### src/rtl/approx_mul_err_monitor.sv
// Streaming error monitor for 8x8 approximate multipliers: per window it accumulates the ED sum, the ED max and the error count.
// Optional ERR_BIAS_EN macro adds a signed bias accumulator; without it err_bias is tied to zero.
module approx_mul_err_monitor #(
  parameter int N_LOG2 = 8,
  parameter int ACC_W  = 16 + N_LOG2
) (
  input  logic              clk,
  input  logic              rst,
  input  logic              start,
  input  logic              in_valid,
  output logic              in_ready,
  input  logic [7:0]        a,
  input  logic [7:0]        b,
  input  logic [15:0]       prod_approx,
  output logic              busy,
  output logic              done,
  output logic [ACC_W-1:0]  err_sum,
  output logic [15:0]       err_max,
  output logic [N_LOG2:0]   err_cnt,
  output logic [ACC_W:0]    err_bias
);

  typedef enum logic [1:0] {IDLE, RUN, DRAIN, DONE} state_t;

  localparam int WIN = 1 << N_LOG2;
  localparam logic [N_LOG2:0] LAST = (N_LOG2+1)'(WIN - 1);

  state_t            state_q, state_d;
  logic [N_LOG2:0]   cnt_q;
  logic              drain_q;
  logic              accept, start_ok, last_acc;

  logic [15:0]       exact_w;
  logic [16:0]       diff_w, neg_w;
  logic [15:0]       ed_w;

  logic              s1_valid_q, s1_nz_q;
  logic [15:0]       s1_ed_q;
  logic [ACC_W-1:0]  err_sum_q;
  logic [15:0]       err_max_q;
  logic [N_LOG2:0]   err_cnt_q;

  assign accept   = in_valid && in_ready;
  assign start_ok = start && (state_q == IDLE);
  assign last_acc = accept && (cnt_q == LAST);

  always_ff @(posedge clk or posedge rst) begin
    if (rst) state_q <= IDLE;
    else     state_q <= state_d;
  end

  always_comb begin
    state_d = state_q;
    case (state_q)
      IDLE:    if (start)    state_d = RUN;
      RUN:     if (last_acc) state_d = DRAIN;
      DRAIN:   if (drain_q)  state_d = DONE;
      DONE:                  state_d = IDLE;
      default:               state_d = IDLE;
    endcase
  end

  always_comb begin
    in_ready = (state_q == RUN);
    busy     = (state_q == RUN) || (state_q == DRAIN);
    done     = (state_q == DONE);
  end

  // drain_q marks the second DRAIN cycle so the pipeline has fully retired.
  always_ff @(posedge clk or posedge rst) begin
    if (rst) begin
      cnt_q   <= '0;
      drain_q <= 1'b0;
    end else begin
      if (start_ok)    cnt_q <= '0;
      else if (accept) cnt_q <= cnt_q + 1'b1;
      drain_q <= (state_q == DRAIN) && !drain_q;
    end
  end

  // The difference is taken at 17 bits so its sign gives the magnitude direction.
  assign exact_w = {8'd0, a} * {8'd0, b};
  assign diff_w  = {1'b0, prod_approx} - {1'b0, exact_w};
  assign neg_w   = -diff_w;
  assign ed_w    = diff_w[16] ? neg_w[15:0] : diff_w[15:0];

  always_ff @(posedge clk or posedge rst) begin
    if (rst) begin
      s1_valid_q <= 1'b0;
      s1_ed_q    <= '0;
      s1_nz_q    <= 1'b0;
    end else begin
      s1_valid_q <= accept;
      if (accept) begin
        s1_ed_q <= ed_w;
        s1_nz_q <= |ed_w;
      end
    end
  end

  always_ff @(posedge clk or posedge rst) begin
    if (rst) begin
      err_sum_q <= '0;
      err_max_q <= '0;
      err_cnt_q <= '0;
    end else if (start_ok) begin
      err_sum_q <= '0;
      err_max_q <= '0;
      err_cnt_q <= '0;
    end else if (s1_valid_q) begin
      err_sum_q <= err_sum_q + ACC_W'(s1_ed_q);
      if (s1_ed_q > err_max_q) err_max_q <= s1_ed_q;
      err_cnt_q <= err_cnt_q + (N_LOG2+1)'(s1_nz_q);
    end
  end

  assign err_sum = err_sum_q;
  assign err_max = err_max_q;
  assign err_cnt = err_cnt_q;

`ifdef ERR_BIAS_EN
  logic [16:0]  s1_diff_q;
  logic [ACC_W:0] err_bias_q;

  always_ff @(posedge clk or posedge rst) begin
    if (rst) begin
      s1_diff_q  <= '0;
      err_bias_q <= '0;
    end else begin
      if (accept) s1_diff_q <= diff_w;
      if (start_ok)        err_bias_q <= '0;
      else if (s1_valid_q) err_bias_q <= err_bias_q + {{(ACC_W-16){s1_diff_q[16]}}, s1_diff_q};
    end
  end

  assign err_bias = err_bias_q;
`else
  assign err_bias = '0;
`endif

endmodule

### config.mk
export PLATFORM = sky130hd
export DESIGN_NAME = approx_mul_err_monitor
export DESIGN_NICKNAME = d
export VERILOG_FILES = /design/src/rtl/approx_mul_err_monitor.sv
export SDC_FILE = /design/constraint.sdc
export NUM_CORES = 1
export LEC_CHECK = 0
export BUFFER_PORTS_ARGS = -buffer_cell sky130_fd_sc_hd__buf_2
export CAP_MARGIN = 40
export CORE_MARGIN = 1
export CORE_UTILIZATION = 45
export DETAILED_ROUTE_END_ITERATION = 6
export GPL_TIMING_DRIVEN = 0
export MAX_ROUTING_LAYER = met4
export PLACE_DENSITY_LB_ADDON = 0.12
export SYNTH_ARGS = -nofsm -noshare
export SYNTH_HDL_FRONTEND = slang
export SYNTH_SLANG_ARGS = --single-unit
### constraint.sdc
create_clock -name clk -period 3 [get_ports clk]
set_clock_uncertainty 0.1 [all_clocks]
set_input_delay 0.15 -clock clk [delete_from_list [all_inputs] [get_ports clk]]
set_output_delay 0.15 -clock clk [all_outputs]
set_load 0.01 [all_outputs]
; ---- Word level (Yosys, flattened, before mapping)
; Index checks and enable logic that the tools add are counted.
[classes]
n_addsub = 5
n_mul = 1
magnitude_cmp = 1
n_eq_ne = 7
n_mux = 14
reduce_logical = 13
[ops]
columns = cell, count
row1 = $mux 16, 4
row2 = $mux 24, 2
row3 = $mux 9, 4
row4 = $add 24x16->24, 1
row5 = $sub 16x16->17, 1
row6 = $gt 16x16->1, 1
row7 = $mul 8x8->16, 1
row8 = $neg 16->16, 1
row9 = $reduce_or 16->1, 1
row10 = $add 9x1->9, 1
row11 = $add 9x1->9 const B, 1
row12 = $eq 9x8->1 const B, 1
row13 = $pmux 2 s4, 1
row14 = $mux 2, 3
row15 = $reduce_bool 2->1, 3
row16 = $eq 2x2->1 const B, 2
row17 = $logic_and 1x1->1, 4
row18 = $ne 2x2->1 const B, 2
row19 = $reduce_and 3->1, 1
row20 = $eq 2x1->1 const B, 1
row21 = $logic_not 2->1, 1
row22 = $ne 2x1->1 const B, 1
row23 = $reduce_and 2->1, 1
row24 = $logic_not 1->1, 1
row25 = $logic_or 1x1->1, 1
[totals]
reg_bits = 79
in_bits = 36
out_inout_bits = 77
elab_cells = 50

; ---- Depth between registers and ports, before layout
; Gate-level depths: netlist of the first run.
[depth]
ltp_word = 5
mapped_depth = 23
depth_no_buf = 20

; ---- Worst setup path after synthesis of the first run
; Ideal clock, no wire load.
[synth_timing]
kind = input-to-reg
from = input port a[2]
to = register s1_nz_q
setup_ns = 0.132
arrival_ns = 5.007
required_time_ns = 2.768
setup_slack_ns = -2.239
cell_stages = 20
n_path_buf = 2
cell_sequence = clkbuf_1 -> nand2_1 -> fa_1 -> fa_1 -> fa_1 -> inv_1 -> fa_1 -> inv_1 -> ha_1 -> buf_2 -> a21o_1 -> and2_1 -> o31a_1 -> a21oi_1 -> xor2_1 -> a21oi_1 -> a2111oi_0 -> a31oi_1 -> nor4b_2 -> a31oi_1
[synth_via]
elab_chain_cells = 5
[synth_rtl]
columns = element, line_no
row1 = "start, declared", 12  ; input logic [7:0] a,
row2 = $mul 8x8->16 *, 82  ; assign exact_w = {8'd0, a} * {8'd0, b};
row3 = $sub 16x16->17 *, 83  ; assign diff_w = {1'b0, prod_approx} - {1'b0, exact_w};
row4 = $neg 16->16, 84  ; assign neg_w = -diff_w;
row5 = $mux 16 *, 85  ; assign ed_w = diff_w[16] ? neg_w[15:0] : diff_w[15:0];
row6 = $reduce_or 16->1 *, 96  ; s1_nz_q <= |ed_w;
row7 = "end signal, assigned", 96
row8 = "end, declared", 37  ; logic s1_valid_q, s1_nz_q;
; Mark *: on every way between the ends. The rest lies on a longest branch, timed or not.
; A chain may end at the register's enable or synchronous reset.

; ---- Worst setup path in the final report of the first run
[layout_timing]
from = input port b[0]
to = register s1_nz_q
[layout_via]
elab_chain_cells = 5
[layout_rtl]
columns = element, line_no
row1 = "start, declared", 13  ; input logic [7:0] b,
row2 = $mul 8x8->16 *, 82
row3 = $sub 16x16->17 *, 83
row4 = $neg 16->16, 84
row5 = $mux 16 *, 85
row6 = $reduce_or 16->1 *, 96
; Marked as above.

==> results.toml, run 1 <==
[placement]
place.gp.congestion = 0.832
io_buffers = 86
dp_hpwl_mm = 14.2

[setup_path]
startpoint_type = "input pin"
cp_max_fo = 5
cp_data_arrival_time_ns = 4.98
worstPathRequired_ns = 3.11
crit_type = "input pin to flip-flop"
cp-end-kind = "flip-flop"

[cts]
clock_latency_ns = 0.34
cts.sink_count = 79
htreeDepth = 3
cts_tree = "yes"
cts_buffers = 9
root_buffer = "clkbuf_16"
clk_path_buf_depth = 2
path_clk_slew_ns = 0.07

[synth]
synth-main-ff-cell = "dfrtp_1"
yosysSeqAreaShare_pct = 24.0
syn_inst = 947
yosysUniqueCellTypes = 68
synth-edff-count = 0
syn-cell-area_um2 = 8220
syn_avg_cell_area_um2 = 8.68
netlist.area_leader.share_pct = 24.0
async_reset_ff_share_pct = 100
synth_top_area_cell = "dfrtp_1"
yosys-top-cells-area = "dfrtp_1, fa_1, ha_1, inv_1, nor2_1"
ys_ff_latch = 79
yosys_warnings = 0

[timing]
fmax_mhz = 205
setup_viol = 16
maxSlewHeadroom_pct = 49.0
worstMarginPinSlew_ns = 0.764
hold_viol = 0
fin_crit_ns = 4.87
setup_ws_ns = -1.87
finalMaxSlewViolations = 0
rsz0062_at_grt = "true"
fin_crit_sh_pct = 162

[die]
rows = 49
die-area_um2 = 18800
coreArea_um2 = 18000
ios = 113
start_util_pct = 45.8
dieHeight_um = 137
die_x_um = 137

[global_routing]
antenna_found_initial = 0
grt_pass1_vias = 6696
grt_pass1_wl_mm = 31.2
overflow = 0
track_usage_pct = 21.1
grt_max_degree = 45

[route]
totalWireLength_mm = 18.6
wl_per_cell_um = 13.7
routed-via-count = 6812
first_pass_iters = 6
drc = 0
drtIter0Drc = 266
ant_nets = 0
viasPerCell = 5.03

[finish]
fin_util_pct = 59.0
final_cell_mix = "inv_1, nor2_1, dfrtp_1, buf_2, ha_1"
diodes = 0
drive_gt1_share_pct = 26.7
final_common_cell = "inv_1"
nNetsFinal = 1291
area_growth_pct = 29.0
fillCellCount = 1610

[status]
status = "finished with violations"
failed_checks = "setup timing"

[flow_run]
drv_cap = 0

[min_path]
hold_class = "input pin to flip-flop"
-- state kept, by name, summed over array words and instances, names as in the netlist --
signal and count:
cnt_q 9, s1_valid_q 1, err_max 16, err_cnt 9, state_q 2, err_sum 24, s1_ed_q 16, drain_q 1
s1_nz_q 1
-- layer usage --
metal  track usage (%)  up-vias  part of all wire (%)
li1                  -     3438                     -
met1              25.4     3227                    45
met2              37.3      124                    51
met3              2.35       23                   2.7
met4              6.04        0                   1.8
met5                 -        -                     0
-- synthesized netlist by cell type (20+ instances only) --
cell and n:
inv_1 124, nor2_1 113, ha_1 83, dfrtp_1 79
nand2_1 71, fa_1 52, a21oi_1 43, and2_1 43
mux2i_1 33, xnor2_1 27, xor2_1 27, buf_4 25
o21ai_0 24, nand3_1 20
-- cells by family after synthesis --
group | count (synthesis) | share of synthesized area, %
AOI/OAI and AO/OA | 143 | 11.9
xor gates and xnor gates | 55 | 5.95
adders and majority gates | 135 | 25.3
buffers and inverters | 176 | 9.34
DFF | 79 | 24.0
muxes | 34 | 4.29
other | 1 | 0.0456
and+or+nand+nor | 324 | 19.2
-- critical path, cell delays in order --
cell	delay [ns]
buf_8	0.10
and2_4	0.15
fa_1	0.49
inv_1	0.05
fa_1	0.47
fa_1	0.54
inv_2	0.04
fa_1	0.48
inv_2	0.05
ha_4	0.16
or2_4	0.24
or2_4	0.25
o2111a_2	0.27
o31a_1	0.24
o31a_1	0.30
buf_6	0.15
o41ai_4	0.35
xnor2_1	0.19
nor4b_2	0.23
a31oi_1	0.10
-- final timing paths --
kind	from	to	slack [ns]	cells after the start
worst max-delay path	b[0]	s1_nz_q$_DFFE_PP0P_	-1.87	20
worst min-delay path	in_valid	state_q[0]$_DFFE_PP0P_	0.19	5
worst max register to register	s1_ed_q[0]$_DFFE_PP0P_	err_sum[18]$_DFFE_PP0P_	0.20	14
worst min register to register	drain_q$_DFF_PP0_	drain_q$_DFF_PP0_	0.31	1
max in group asynchronous	rst	err_sum[0]$_DFFE_PP0P_	1.92	4
min in group asynchronous	rst	cnt_q[3]$_DFFE_PP0P_	0.30	3
-- stage by stage --
step / std cells / setup TNS (ns) / setup WS (ns) / hold slack [ns] / area, µm²
floorplan: 971 / -23.38 / -2.05 / 0.289 / 8540
CTS: 1341 / -23.97 / -1.80 / 0.185 / 10400
finish: 1354 / -24.14 / -1.87 / 0.192 / 10600
global route: 1354 / -26.98 / -2.07 / 0.235 / 10600
global placement: 1286 / -58.34 / -2.55 / 0.310 / 9260
detailed placement: 1288 / -36.37 / -2.60 / 0.115 / 9290
-- final cells by class --
cell class	count	area, µm²	area share [%]
Multi-Input combinational cell	716	6180	58.3
Sequential cell	79	1980	18.6
Timing Repair Buffer	142	1040	9.77
Inverter	124	468	4.41
Buffer	48	323	3.04
Tap cell	229	287	2.70
Clock buffer	10	239	2.25
Clock inverter	6	92.6	0.873
-- repair_timing --
action,4_1_cts,5_1_grt
setup endpoints to repair,37,28
pin swaps,58,27
hold buffers,1,0
endpoints found under the hold margin,35,0
gates resized for setup,102,41
cloned,1,0
buffers inserted,38,18
Power of run 1 is not shown: default switching activity piles up to over one toggle a cycle in this logic, so the estimate is an artifact.
==> run 2, diff against run 1 <==
--- a/config.mk
+++ b/config.mk
@@ -7,7 +7,7 @@
 export LEC_CHECK = 0
 export BUFFER_PORTS_ARGS = -buffer_cell sky130_fd_sc_hd__buf_2
 export CAP_MARGIN = 40
-export CORE_MARGIN = 1
+export CORE_MARGIN = 2
 export CORE_UTILIZATION = 45
 export DETAILED_ROUTE_END_ITERATION = 6
 export GPL_TIMING_DRIVEN = 0
==> constraint.sdc (replaced) <==
create_clock -name clk -period 4.9 [get_ports clk]
set_clock_uncertainty 0.1 [all_clocks]
set_input_delay 0.245 -clock clk [delete_from_list [all_inputs] [get_ports clk]]
set_output_delay 0.245 -clock clk [all_outputs]
set_load 0.01 [all_outputs]
==> results.toml, run 2 (synthesis results as in run 1) <==
[status]
status = "finished with violations"
failed_checks = "setup timing"

[setup_path]
worstPathCellList = "buf_12 > and2_4 > fa_1 > inv_2 > fa_1 > fa_1 > inv_1 > fa_1 > inv_2 > ha_4 > nand2b_4 > o211ai_1 > a211oi_2 > nand4_2 > or3_4 > a2111oi_4 > o21ai_1 > a221o_1 > nor4b_2 > a31oi_1"
cp_data_arrival_time_ns = 5.17
worstPathRequired_ns = 5.01
crit_type = "input pin to flip-flop"
r2r_start = "s1_ed_q[0]$_DFFE_PP0P_"
reg2reg_depth = 13
r2r_end = "err_sum[18]$_DFFE_PP0P_"
cp_max_fo = 7
crit_path_start = "a[6]"
crit_buf_inv = 4
startpoint_type = "input pin"
crit_family = "adder cells"
crit_top_cell = "fa_1"
r2r_setup_slack_ns = 1.31
crit_slowest_cell = "fa_1"
crit_path_max_incr_delay_ns = 0.51
endpoint = "s1_nz_q$_DFFE_PP0P_"
path_depth = 20
cp-end-kind = "flip-flop"

[cts]
path_clk_slew_ns = 0.06
clk_path_buf_depth = 2
cts.sink_count = 79
root_buffer = "clkbuf_16"
cts_buffers = 9
clock_latency_ns = 0.34
cts_tree = "yes"
htreeDepth = 3

[finish]
final_cell_mix = "inv_1, nor2_1, dfrtp_1, buf_2, ha_1"
final_common_cell = "inv_1"
drive_gt1_share_pct = 22.5
seqCellArea_um2 = 1980
diodes = 0
fillCellCount = 1685
area_growth_pct = 23.4
fin_cells = 1340
nNetsFinal = 1277
largest_reg_flops = 24
multi_input_area_um2 = 5940
fin_util_pct = 56.5

[timing]
tns_ns = -0.156
fin_crit_ns = 5.06
setup_viol = 1
rsz0062_at_grt = "true"
fin_crit_sh_pct = 103
finalMaxSlewViolations = 0
maxSlewHeadroom_pct = 38.4
worstMarginPinSlew_ns = 0.901
hold_viol = 0
setup_ws_ns = -0.156
fmax_mhz = 198

[global_routing]
grt_pass1_vias = 6621
grt_max_degree = 52
overflow = 0
grt_pass1_wl_mm = 31.2
antenna_found_initial = 0
track_usage_pct = 19.6

[route]
first_pass_iters = 6
ant_nets = 0
viasPerCell = 5.04
routed-via-count = 6760
totalWireLength_mm = 18.3
drtIter0Drc = 195
drc = 0
wl_per_cell_um = 13.7

[min_path]
worstHoldPathCells = 5
hold_class = "input pin to flip-flop"

[die]
dieHeight_um = 139
die-area_um2 = 19400
coreArea_um2 = 18000
rows = 49
start_util_pct = 45.8
die_x_um = 139
ios = 113

[power]
p_leak_uw = 0.00495
ir_worst_vdd_uv = 479
powerDensity_nw_per_um2 = 811

[placement]
place.gp.congestion = 0.827
pre_cts_slack_ns = -1.03
dp_cells = 1288
dp_hpwl_mm = 14.2
io_buffers = 86

[flow_run]
drv_cap = 0
==> run 2: how the worst min path moves through the flow <==
stage / start / end / slack, ns
floorplan: drain_q$_DFF_PP0_ / drain_q$_DFF_PP0_ / 0.29
global placement: drain_q$_DFF_PP0_ / drain_q$_DFF_PP0_ / 0.31
detailed placement: rst / err_cnt[5]$_DFFE_PP0P_ / 0.17
CTS: in_valid / state_q[0]$_DFFE_PP0P_ / 0.28
global route: in_valid / state_q[0]$_DFFE_PP0P_ / 0.31
finish: in_valid / state_q[0]$_DFFE_PP0P_ / 0.29
==> run 2: where the power goes <==
| group | switching, µW | internal, µW |
|---|---|---|
| clock | 276 | 450 |
| combinational | 3350 | 3050 |
| sequential | 231 | 876 |
==> run 2: through the flow <==
stage / cell area, µm² / hold WS, ns / power (µW)
after floorplan: 8370 / 0.289 / 4940
after detailed placement: 9120 / 0.168 / 5970
final: 10100 / 0.287 / 8230
after global placement: 9080 / 0.309 / 5910
after CTS: 9810 / 0.282 / 7450
after global routing: 10100 / 0.308 / 8980
==> run 2: worst register-to-register path: cells and delay by family, from the launching register on <==
kind	cells	cell delay, ns
buf+inv	1	0.05
flops	1	0.41
fa+ha+maj	2	0.60
simple gates	4	0.53
compound gates	5	1.57
xor+xnor	1	0.21
==> run 2: per-layer routing <==
metal,vias to the layer above,track usage (%),routed length [µm]
li1,3420,-,-
met4,0,4.89,232
met1,3220,24.7,8360
met2,107,34.0,9270
met3,13,2.14,482
met5,-,-,0
==> run 2: layout make-up <==
type	count	share of cell area (%)
multi-input combinational	716	58.5
buffer	48	3.00
clock buffer	10	2.26
clock inverter	6	0.912
tap	229	2.82
inverter	124	4.61
sequential	79	19.5
timing repair buffer	128	8.37
==> run 2: repair_timing <==
action / CTS / global route
buffers inserted: 19 / 20
hold buffers: 1 / 0
pin swaps: 33 / 60
gates resized for setup: 47 / 55
setup endpoints to repair: 16 / 10
hold endpoints to repair: 28 / 0
(Power assumes the default switching activity.)
==> run 3, diff against run 2 <==
--- a/config.mk
+++ b/config.mk
@@ -7,8 +7,9 @@
 export LEC_CHECK = 0
 export BUFFER_PORTS_ARGS = -buffer_cell sky130_fd_sc_hd__buf_2
 export CAP_MARGIN = 40
+export CORE_ASPECT_RATIO = 1.75
 export CORE_MARGIN = 2
-export CORE_UTILIZATION = 45
+export CORE_UTILIZATION = 60
 export DETAILED_ROUTE_END_ITERATION = 6
 export GPL_TIMING_DRIVEN = 0
 export MAX_ROUTING_LAYER = met4
==> results.toml, run 3 (synthesis results as in run 1) <==
[route]
first_pass_iters = 5
drtIter0Drc = 308
ant_nets = 0
viasPerCell = 5.59
routed-via-count = 7212
totalWireLength_mm = 20.5
drc = 0
wl_per_cell_um = 15.9

[finish]
diodes = 0
final_common_cell = "inv_1"
fin_cells = 1290
nNetsFinal = 1282
area_growth_pct = 23.8
drive_gt1_share_pct = 23.6
final_cell_mix = "inv_1, nor2_1, dfrtp_1, ha_1, buf_2"
final_area_um2 = 10200
largest_reg_flops = 24

[cts]
root_buffer = "clkbuf_16"
clock_latency_ns = 0.33
cts_buffers = 9
clk_path_buf_depth = 2
htreeDepth = 3
cts_tree = "yes"
path_clk_slew_ns = 0.06
cts.sink_count = 79

[timing]
fmax_mhz = 194
fin_crit_ns = 5.15
setup_ws_ns = -0.255
worstMarginPinSlew_ns = 0.883
setup_viol = 3
finalMaxSlewViolations = 0
rsz0062_at_grt = "true"
fin_crit_sh_pct = 105
hold_viol = 0
maxSlewHeadroom_pct = 40.4

[placement]
dp_cells = 1233
place_area_um2 = 9050
dp_hpwl_mm = 15.2
io_buffers = 86
place.gp.congestion = 0.883

[setup_path]
worstPathRequired_ns = 5.01
cp-end-kind = "flip-flop"
cp_max_fo = 5
cp_data_arrival_time_ns = 5.26
crit_top_cell = "fa_1"
crit_slowest_cell = "fa_1"
reg2reg_depth = 13
startpoint_type = "input pin"
r2r_end = "err_sum[20]$_DFFE_PP0P_"
worstPathCellList = "buf_12 > and2_4 > fa_1 > inv_2 > fa_1 > fa_1 > inv_1 > fa_1 > inv_2 > ha_4 > a21o_1 > and2_4 > o31a_1 > a21oi_2 > xor2_2 > buf_4 > nand3_2 > o41ai_2 > xnor2_1 > nor4b_2 > a31oi_1"
crit_type = "input pin to flip-flop"
r2r_start = "s1_ed_q[0]$_DFFE_PP0P_"
crit_path_max_incr_delay_ns = 0.55
r2r_setup_slack_ns = 1.21

[status]
failed_checks = "setup timing"
status = "finished with violations"

[min_path]
worstHoldPathCells = 1
hp-start = "drain_q$_DFF_PP0_"
whs_endpoint = "drain_q$_DFF_PP0_"
hold_class = "flip-flop to flip-flop"

[global_routing]
grt_pass1_vias = 7401
antenna_found_initial = 0
overflow = 0
grt_pass1_wl_mm = 32.5
track_usage_pct = 27.7
grt_max_degree = 59

[die]
dieHeight_um = 159
die-area_um2 = 14700
die_x_um = 92.5
start_util_pct = 61.5
rows = 56
ios = 113
coreArea_um2 = 13400

[flow_run]
drv_cap = 0
run 3: cell types whose count changed in the layout (fill, tap and decap cells not counted), sizes merged:
| cell | delta |
|---|---|
| buf | +7 |
| bufinv | -2 |
| clkbuf | -2 |
| clkinv | +2 |
| clkinvlp | +1 |
| inv | -1 |
run 3: critical path: cells and delay by family:
family / cells / cell delay, ns
simple gates: 4 / 0.60
xor+xnor: 2 / 0.49
compound gates: 5 / 1.17
buf+inv: 5 / 0.42
fa+ha+maj: 5 / 2.34
run 3: through the flow:
step,utilization (%),setup WS [ns],hold slack (ns),setup TNS (ns)
floorplan,-,-0.245,0.289,-0.245
CTS,73.4,-0.162,0.318,-0.162
global route,76.1,-0.359,0.332,-0.837
global placement,67.4,-1.11,0.298,-8.52
detailed placement,67.6,-1.15,0.133,-9.16
finish,76.1,-0.255,0.313,-0.368
run 3: how the worst max path moves through the flow:
stage | start | endpoint | slack (ns) | cells past startpoint
detailed placement | b[4] | s1_nz_q$_DFFE_PP0P_ | -1.15 | 22
finish | b[3] | s1_nz_q$_DFFE_PP0P_ | -0.25 | 21
floorplan | b[0] | s1_nz_q$_DFFE_PP0P_ | -0.25 | 20
global placement | b[4] | s1_nz_q$_DFFE_PP0P_ | -1.11 | 22
global route | b[3] | s1_nz_q$_DFFE_PP0P_ | -0.36 | 21
CTS | b[1] | s1_nz_q$_DFFE_PP0P_ | -0.16 | 22
run 3: what timing repair did:
action | in CTS | in global routing
setup endpoints to repair | 16 | 10
buffers inserted | 24 | 19
hold buffers | 1 | 0
hold endpoints to repair | 21 | 0
gates resized for setup | 74 | 58
pin swaps | 38 | 53
run 3: cell type report:
cell class / instances / area (µm²)
multi-input cells: 716 / 6020
fillers: 987 / 3200
flip-flops and latches: 79 / 1980
repair buffers: 132 / 915
inverters: 124 / 468
plain buffers: 49 / 310
clock buffers: 10 / 229
well taps: 174 / 218
clock inverters: 6 / 45.0
run 3: per-layer routing:
metal	share of wire (%)	global-route usage, %	up-vias	routed length, µm
met4	5.3	14.5	0	1090
met1	34	25.5	3482	6920
li1	-	-	3432	-
met3	2.8	1.90	85	572
met2	58	54.4	213	11900
met5	0	-	-	0
Power of run 3 is left out for the same reason.
